File: config.mk
export PLATFORM = sky130hd
export DESIGN_NAME = conv_enc_k3
export DESIGN_NICKNAME = d
export VERILOG_FILES = /design/src/rtl/conv_enc_k3.sv
export SDC_FILE = /design/constraint.sdc
export NUM_CORES = 1
export LEC_CHECK = 0
export ABC_AREA = 1
export CAP_MARGIN = 20
export CORE_AREA = 2 2 39 41
export CTS_BUF_LIST = sky130_fd_sc_hd__clkbuf_4
export DETAILED_ROUTE_END_ITERATION = 6
export DIE_AREA = 0 0 41 43
export GPL_TIMING_DRIVEN = 0
export PLACE_DENSITY = 0.66
export SKIP_LAST_GASP = 1
export SLEW_MARGIN = 5
export SYNTH_ARGS = -nofsm -noshare
export SYNTH_HDL_FRONTEND = slang
export SYNTH_SLANG_ARGS = --single-unit
File: constraint.sdc
create_clock -name clk -period 1.2 [get_ports clk]
set_clock_uncertainty 0.15 [all_clocks]
set_input_delay 0.18 -clock clk [delete_from_list [all_inputs] [get_ports clk]]
set_output_delay 0.18 -clock clk [all_outputs]
set_load 0.005 [all_outputs]
File: src/rtl/conv_enc_k3.sv
// conv_enc_k3: rate-1/2 K=3 convolutional encoder with valid/ready handshakes on both sides.
// Define CONV_ENC_TAIL_EN to append two zero tail symbols per frame (trellis back to state 0).
module conv_enc_k3 #(
   parameter int         FRAME_LEN = 8,
   parameter logic [2:0] G0        = 3'b111,
   parameter logic [2:0] G1        = 3'b101
) (
   input  logic       clk,
   input  logic       rst,
   input  logic       in_valid,
   output logic       in_ready,
   input  logic       in_bit,
   output logic       out_valid,
   input  logic       out_ready,
   output logic [1:0] out_pair,
   output logic       out_last
);
   localparam int FW = $clog2(FRAME_LEN) + 1;
   logic          run_q;
   logic [1:0]    sr_q, sr_d;
   logic [FW-1:0] fcnt_q, fcnt_d;
   logic          out_valid_q, out_valid_d;
   logic [1:0]    pair_q, pair_d;
   logic          last_q, last_d;
   logic          slot, load, b, fr_end;
   logic [2:0]    w;
`ifdef CONV_ENC_TAIL_EN
   typedef enum logic {DATA, TAIL} state_t;
   state_t state_q, state_d;
   logic   tcnt_q, tcnt_d, tail_go;
   always_ff @(posedge clk or negedge rst) begin
      if (!rst) state_q <= DATA;
      else state_q <= state_d;
   end
   always_comb begin
      state_d = state_q;
      if (state_q == DATA && in_valid && in_ready && fr_end) state_d = TAIL;
      else if (tail_go && tcnt_q) state_d = DATA;
   end
`endif
   // run_q keeps in_ready low until the first edge after reset release
   always_comb begin
      slot     = !out_valid_q || out_ready;
      fr_end   = fcnt_q == FW'(FRAME_LEN - 1);
`ifdef CONV_ENC_TAIL_EN
      in_ready = run_q && slot && state_q == DATA;
      tail_go  = slot && state_q == TAIL;
      load     = (in_valid && in_ready) || tail_go;
      b        = tail_go ? 1'b0 : in_bit;
      w        = {b, sr_q[0], sr_q[1]};
      sr_d     = !load ? sr_q : (tail_go && tcnt_q) ? 2'b00 : {sr_q[0], b};
      fcnt_d   = (!load || tail_go) ? fcnt_q : fr_end ? '0 : fcnt_q + FW'(1);
      tcnt_d   = tail_go ? !tcnt_q : (in_valid && in_ready && fr_end) ? 1'b0 : tcnt_q;
      last_d   = load ? (tail_go && tcnt_q) : last_q;
`else
      in_ready = run_q && slot;
      load     = in_valid && in_ready;
      b        = in_bit;
      w        = {b, sr_q[0], sr_q[1]};
      sr_d     = load ? {sr_q[0], b} : sr_q;
      fcnt_d   = !load ? fcnt_q : fr_end ? '0 : fcnt_q + FW'(1);
      last_d   = load ? fr_end : last_q;
`endif
      out_valid_d = load || (out_valid_q && !out_ready);
      pair_d      = load ? {^(w & G0), ^(w & G1)} : pair_q;
   end
   always_ff @(posedge clk or negedge rst) begin
      if (!rst) begin
         run_q       <= 1'b0;
         sr_q        <= 2'b00;
         fcnt_q      <= '0;
         out_valid_q <= 1'b0;
         pair_q      <= 2'b00;
         last_q      <= 1'b0;
`ifdef CONV_ENC_TAIL_EN
         tcnt_q      <= 1'b0;
`endif
      end else begin
         run_q       <= 1'b1;
         sr_q        <= sr_d;
         fcnt_q      <= fcnt_d;
         out_valid_q <= out_valid_d;
         pair_q      <= pair_d;
         last_q      <= last_d;
`ifdef CONV_ENC_TAIL_EN
         tcnt_q      <= tcnt_d;
`endif
      end
   end
   assign out_valid = out_valid_q;
   assign out_pair  = pair_q;
   assign out_last  = last_q;
endmodule

==> impl_results.md <==
- Syn nets: a little over 60
- Mapped Avg Cell Area: 9.34 µm²
- Vias in the first global route: approximately 410
- Final Wtd Congestion: 0.733
- Vias: 419
- Die height: ~43 µm
- Final WL: a little over 1000 µm
- Initial DRC count: 8
- CP endpoint kind: output pin
- Post-DP HPWL: 655 µm
- Clock Path Buffers: 2
- # fillers: 138
- Max Cap Violations: 0
- 1st-pass router iterations: 2
- Commonest non-fill, non-tap cells in the layout: nand2_1, dfrtp_1, inv_1
- Final setup violation count: 11
- Clk sinks: 11
- DIE WIDTH: a little over 40 µm
- Status: finished with violations
- CTS tree: built
- GR Overflow Total: 0
- Clk_lat worst skew: about 0.26 ns
- Final Max Slew Viols: 0
- Final net count: 82
- WS Path Type: flop to output pin
- DR DRC count: 0
- Area of the multi-input gates: 220 µm²
- Final period utilization: 107%
- Distinct cells, synth: 15
- # rows: 14
- Port bufs: 9
- Vias per Instance: 4.60
- I/O pins: 10
- Post-route worst setup slack: -0.0836 ns
- Min Tclk post-route: roughly 1.3 ns
- H-tree depth: 1
- Pin count of the biggest net entering global routing: 12
- Max Fclk: 0.779 GHz
- R2R setup slack: -0.07 ns
- P&R area growth vs syn: 39.7%
- DRT antenna net count: 0
- Layout cells sized above 1: 33.3%
- Critical Path AT: 0.95 ns
- Netlist Area Pre-Place: 523 µm²
- P per Cell Area: 1690 nW/µm²
- Worst r2r path cells: 5
- Setup crit start: out_valid
- Hold Fails Final Rpt: 0
- Fin Hold WS: a little under 0.1 ns
- Inserted Clock Buffers: 3
- Worst vdd ir: roughly 0.00070 V
- Tot Pwr: 1240 µW
- Routed length per instance: 11.1 µm
- Synth Instances: 56
- LEAKAGE: 0.000381 µW
- CP Launch Type: flop
- Worst-path fanout max: 2
- Root Buffer: clkbuf_4
- Die area: 1760 µm²
- Synth Warn #: 0
- Worst hold path type: primary input to async pin
- Global-route wire length before repair: ~1700 µm
- Register bit total from synthesis: 11
- Sequential area share after synthesis: 52.6%
- Commonest non-fill, non-tap cell in the layout: nand2_1
- FF/Latch Area: between 200 and 300 µm²
- Overall routing resource usage: 14.7%
- Reg-to-reg endpoint: fcnt_q[1]
- Initial Util: a little under two fifths
- Failing checks: setup timing
- Crit path to: in_ready
- Diodes inserted: 0
- CORE AREA: between 1000 and 1500 µm²
- Initial antenna violation count: 0
- Required time of the critical path: 0.87 ns
- Clk slew on worst S/H paths: approximately 0.070 ns
- Reg-to-reg startpoint: out_valid
- RSZ-0062 raised after global routing: true
synthesized netlist by cell type, drive strengths merged:
cell type	number	area [µm²]
o21ai	9	63.8
xnor2	1	8.76
nand2	18	70.1
inv	7	26.3
buf	1	11.3
nand4	1	6.26
dfrtp	11	275
nand3	5	37.5
conb	1	3.75
ha	1	12.5
and2	1	7.51
what timing repair did:
item                       CTS  global route
gates resized for setup     17             5
hold buffers                 0             0
setup buffers                5             0
gates cloned                 1             0
setup endpoints to repair   11            15
pin swaps                    2             0
kinds of logic after synthesis:
family | Yosys count | synth area share [%]
AO/OA/AOI/OAI | 9 | 12.2
XOR/XNOR | 1 | 1.67
adder cells (fa/ha/maj) | 1 | 2.39
buffers and inverters | 8 | 7.18
flip-flops | 11 | 52.6
other | 1 | 0.717
AND/OR/NAND/NOR | 25 | 23.2
routing by layer:
metal	up-vias	GRT usage, %	wire length (µm)
li1	215	-	-
met1	190	17.0	451
met2	12	23.8	511
met3	2	4.71	40
met4	0	6.00	10
met5	-	0	0
registers in the layout, indices dropped and copies added, names as in the netlist:
| name | cells |
|---|---|
| sr_q | 2 |
| out_valid | 1 |
| fcnt_q | 4 |
| run_q | 1 |
| out_last | 1 |
| out_pair | 2 |
stage by stage:
stage	cell area, µm²	util (%)	instances	setup WS [ns]	setup TNS [ns]
floorplan	523	-	56	0.0255	0
global placement	633	45.8	81	-0.518	-2.46
detailed placement	633	45.8	81	-0.535	-2.68
CTS	742	53.6	91	-0.0829	-0.473
global route	731	52.8	91	-0.145	-1.23
finish	731	52.8	91	-0.0836	-0.492
worst min path at each step:
stage	startpoint	to	slack (ns)	cells after the start
global placement	out_pair[0]	out_pair[0]	0.32	2
CTS	rst	fcnt_q[1]	0.12	1
floorplan	rst	fcnt_q[0]	-0.27	0
global route	rst	sr_q[0]	0.13	1
detailed placement	out_pair[1]	out_pair[1]	0.32	2
finish	rst	out_pair[0]	0.1	1
critical path, stage by stage (launching register included):
cell and delay, ns:
dfrtp_1 0.39, nand2_2 0.08, and2_4 0.14, buf_6 0.08
cell type report:
| type | count | area share, % |
|---|---|---|
| sequential | 11 | 37.7 |
| multi-input combinational | 37 | 30.1 |
| timing repair buffer | 15 | 19.7 |
| clock buffer | 4 | 4.11 |
| inverter | 7 | 3.60 |
| tap | 16 | 2.74 |
| buffer | 1 | 2.05 |
power breakdown:
group          total (µW)  switching (µW)  internal [µW]
Combinational         405             200            205
Clock                 274             123            151
Sequential            559            88.5            471
Total                1240             412            827
(Power assumes the default switching activity.)
==> patch: new RTL, config.mk and constraints unchanged <==
Add a define of `CONV_ENC_TAIL_EN`.
--- a/src/rtl/conv_enc_k3.sv
+++ b/src/rtl/conv_enc_k3.sv
@@ -1,5 +1,7 @@
 // conv_enc_k3: rate-1/2 K=3 convolutional encoder with valid/ready handshakes on both sides.
 // Define CONV_ENC_TAIL_EN to append two zero tail symbols per frame (trellis back to state 0).
+`define CONV_ENC_TAIL_EN
+
 module conv_enc_k3 #(
    parameter int         FRAME_LEN = 8,
    parameter logic [2:0] G0        = 3'b111,
Function: changed (a bounded check fails within 10 cycles, from zero or initial values and one cycle with rst low).
==> patch against the unedited design <==
The flow still finishes with violations (negative setup slack); area after synthesis grew 24%; count of clock-buffer cells in the layout is the same; worst setup slack worse by 32 ps; non-clock buffer count rose by 5; sequential cell count is 2 higher; routed wire length up 29%; via count rose by 35%; register-to-register slack worse by 20 ps; cell area rose by 24%; sequential share of layout area down 1.6 points.
Power is not compared: it rests on default switching activity, and its combinational part moved more than twofold at a synthesized area within 25%.
==> patch: results (changes against the unedited design) <==
The run finished, with violations left. Violations in the final reports: negative setup slack (unchanged). The post-detailed-placement cell area was 764 um^2 (was 633 um^2). Cell types with the highest counts after synthesis: nand2_1, dfrtp_1, inv_1, nand3_1, o21ai_1 (was nand2_1, dfrtp_1, inv_1, o21ai_2, nand3_1). The number of optimization iterations in the first detailed-route pass is 3 (was 2). Leading post-synthesis cells by cell area: dfrtp_1, nand2_1, nand3_1 (was dfrtp_1, nand2_1, o21ai_2).

The number of endpoints failing setup at the final stage is 11 (unchanged). The share of final-layout standard cells stronger than drive strength 1 works out to 38.0% (was 33.3%). Cell with the largest stage delay on the worst path: dfrtp_2 (was dfrtp_1). The global-route total usage across every layer is 17.2% (was 14.7%), and the fraction of synthesized area in multiplexers is 0% (unchanged). The wire length of the first global-routing pass was 2100 um (was 1740 um); the pin count of the biggest net entering global routing was 14 (was 12). The run gives 4 (was 8) as the number of DRC markers in iteration 0. The number of H-tree levels is 1 (unchanged).

The most flop-heavy register is fcnt_q (unchanged). The final RePlAce weighted congestion came out at 0.723 (was 0.733). The global-route track usage on met3 came out at 3.14% (was 4.71%). The number of vias per cell after detailed routing came out at 4.88 (was 4.60). Measured against its own limit, the worst slew margin works out to 61.0%.

The post-synthesis area per instance is 8.62 um^2 (was 9.34 um^2), and the met2 routing resource usage after global routing is 27.5% (was 23.8%). For the number of filler cells placed in the layout, the log shows 133 (was 138). The worst slack at placement is -538 ps (was -535 ps), and the number of buffers added by the clock tree synthesis step is 3 (unchanged). The combined area of the multi-input logic cells was 327 um^2 (was 220 um^2). The logs give 20 (was 15) for the number of library cell types mapped by synthesis and 990 ps (was 950 ps) for the arrival time of the worst setup path. The logs give 24 (was 17) for the number of cells upsized or downsized after cts and 22.4% (was 17.0%) for the routing usage on met1.

The run gives 849 um (was 655 um) as the half-perimeter wire length after detailed placement. The run gives -115 ps (was -83.6 ps) as the worst setup slack after layout. The worst path buffer plus inverter count was 2 (was 1); the number of nets at the end of the flow was 107 (was 82).

The post-synthesis share of cell area spent on xor and xnor gates is 1.35% (was 1.67%). The flip-flop count of the largest register after layout works out to 4 (unchanged). Synthesized netlist net count: 81 (was 62). Delay of the slowest critical-path stage: 430 ps (was 390 ps). The sum of routed wire length over all layers was 1310 um (was 1010 um); the compound-gate portion of the synthesized area was 4.45% (was 12.2%). The area share of fa/ha/maj cells after synthesis is 1.93% (was 2.39%), and the setup total negative slack is -790 ps (was -492 ps). The number of buffers inserted by post-CTS setup repair is 9 (was 5), and the count of placed standard cells including taps is 100 (was 81).

The number of global-route vias before repair was 523 (was 414); the register area share after synthesis was 50.3% (was 52.6%). The routed wire length per instance was 11.3 um (was 11.1 um).
## patch: changes by cell type after synthesis, moves of 2 or more
cell     before  now
nand2_1      17   25
nand3_1       4    8
o21ai_2       5    1
dfrtp_1      11   13
nand2_4       0    2
o21ai_0       3    0
o21ai_1       1    4
## patch: cell type report
cell class              count  share of cell area, %
flip-flops and latches     13                   36.0
multi-input cells          53                   36.0
well taps                  16                   2.21
inverters                   9                   4.01
repair buffers             21                   18.4
clock buffers               4                   3.31
## patch: final timing paths
| check | start | cells after the start | to | slack (ps) |
|---|---|---|---|---|
| max | state_q | 4 | in_ready | -120 |
| min | rst | 1 | out_valid | 130 |
| max reg2reg | state_q | 6 | sr_q[0] | -90 |
| min in group clk | out_pair[0] | 2 | out_pair[0] | 340 |
| max in group asynchronous | rst | 1 | state_q | 360 |
| min reg2reg | out_pair[0] | 2 | out_pair[0] | 340 |
## patch: layer usage
layer  wire [um]  vias up
li1            -      289
met1         590      270
met2         679        5
met3          31        2
met4           6        0
met5           0        -
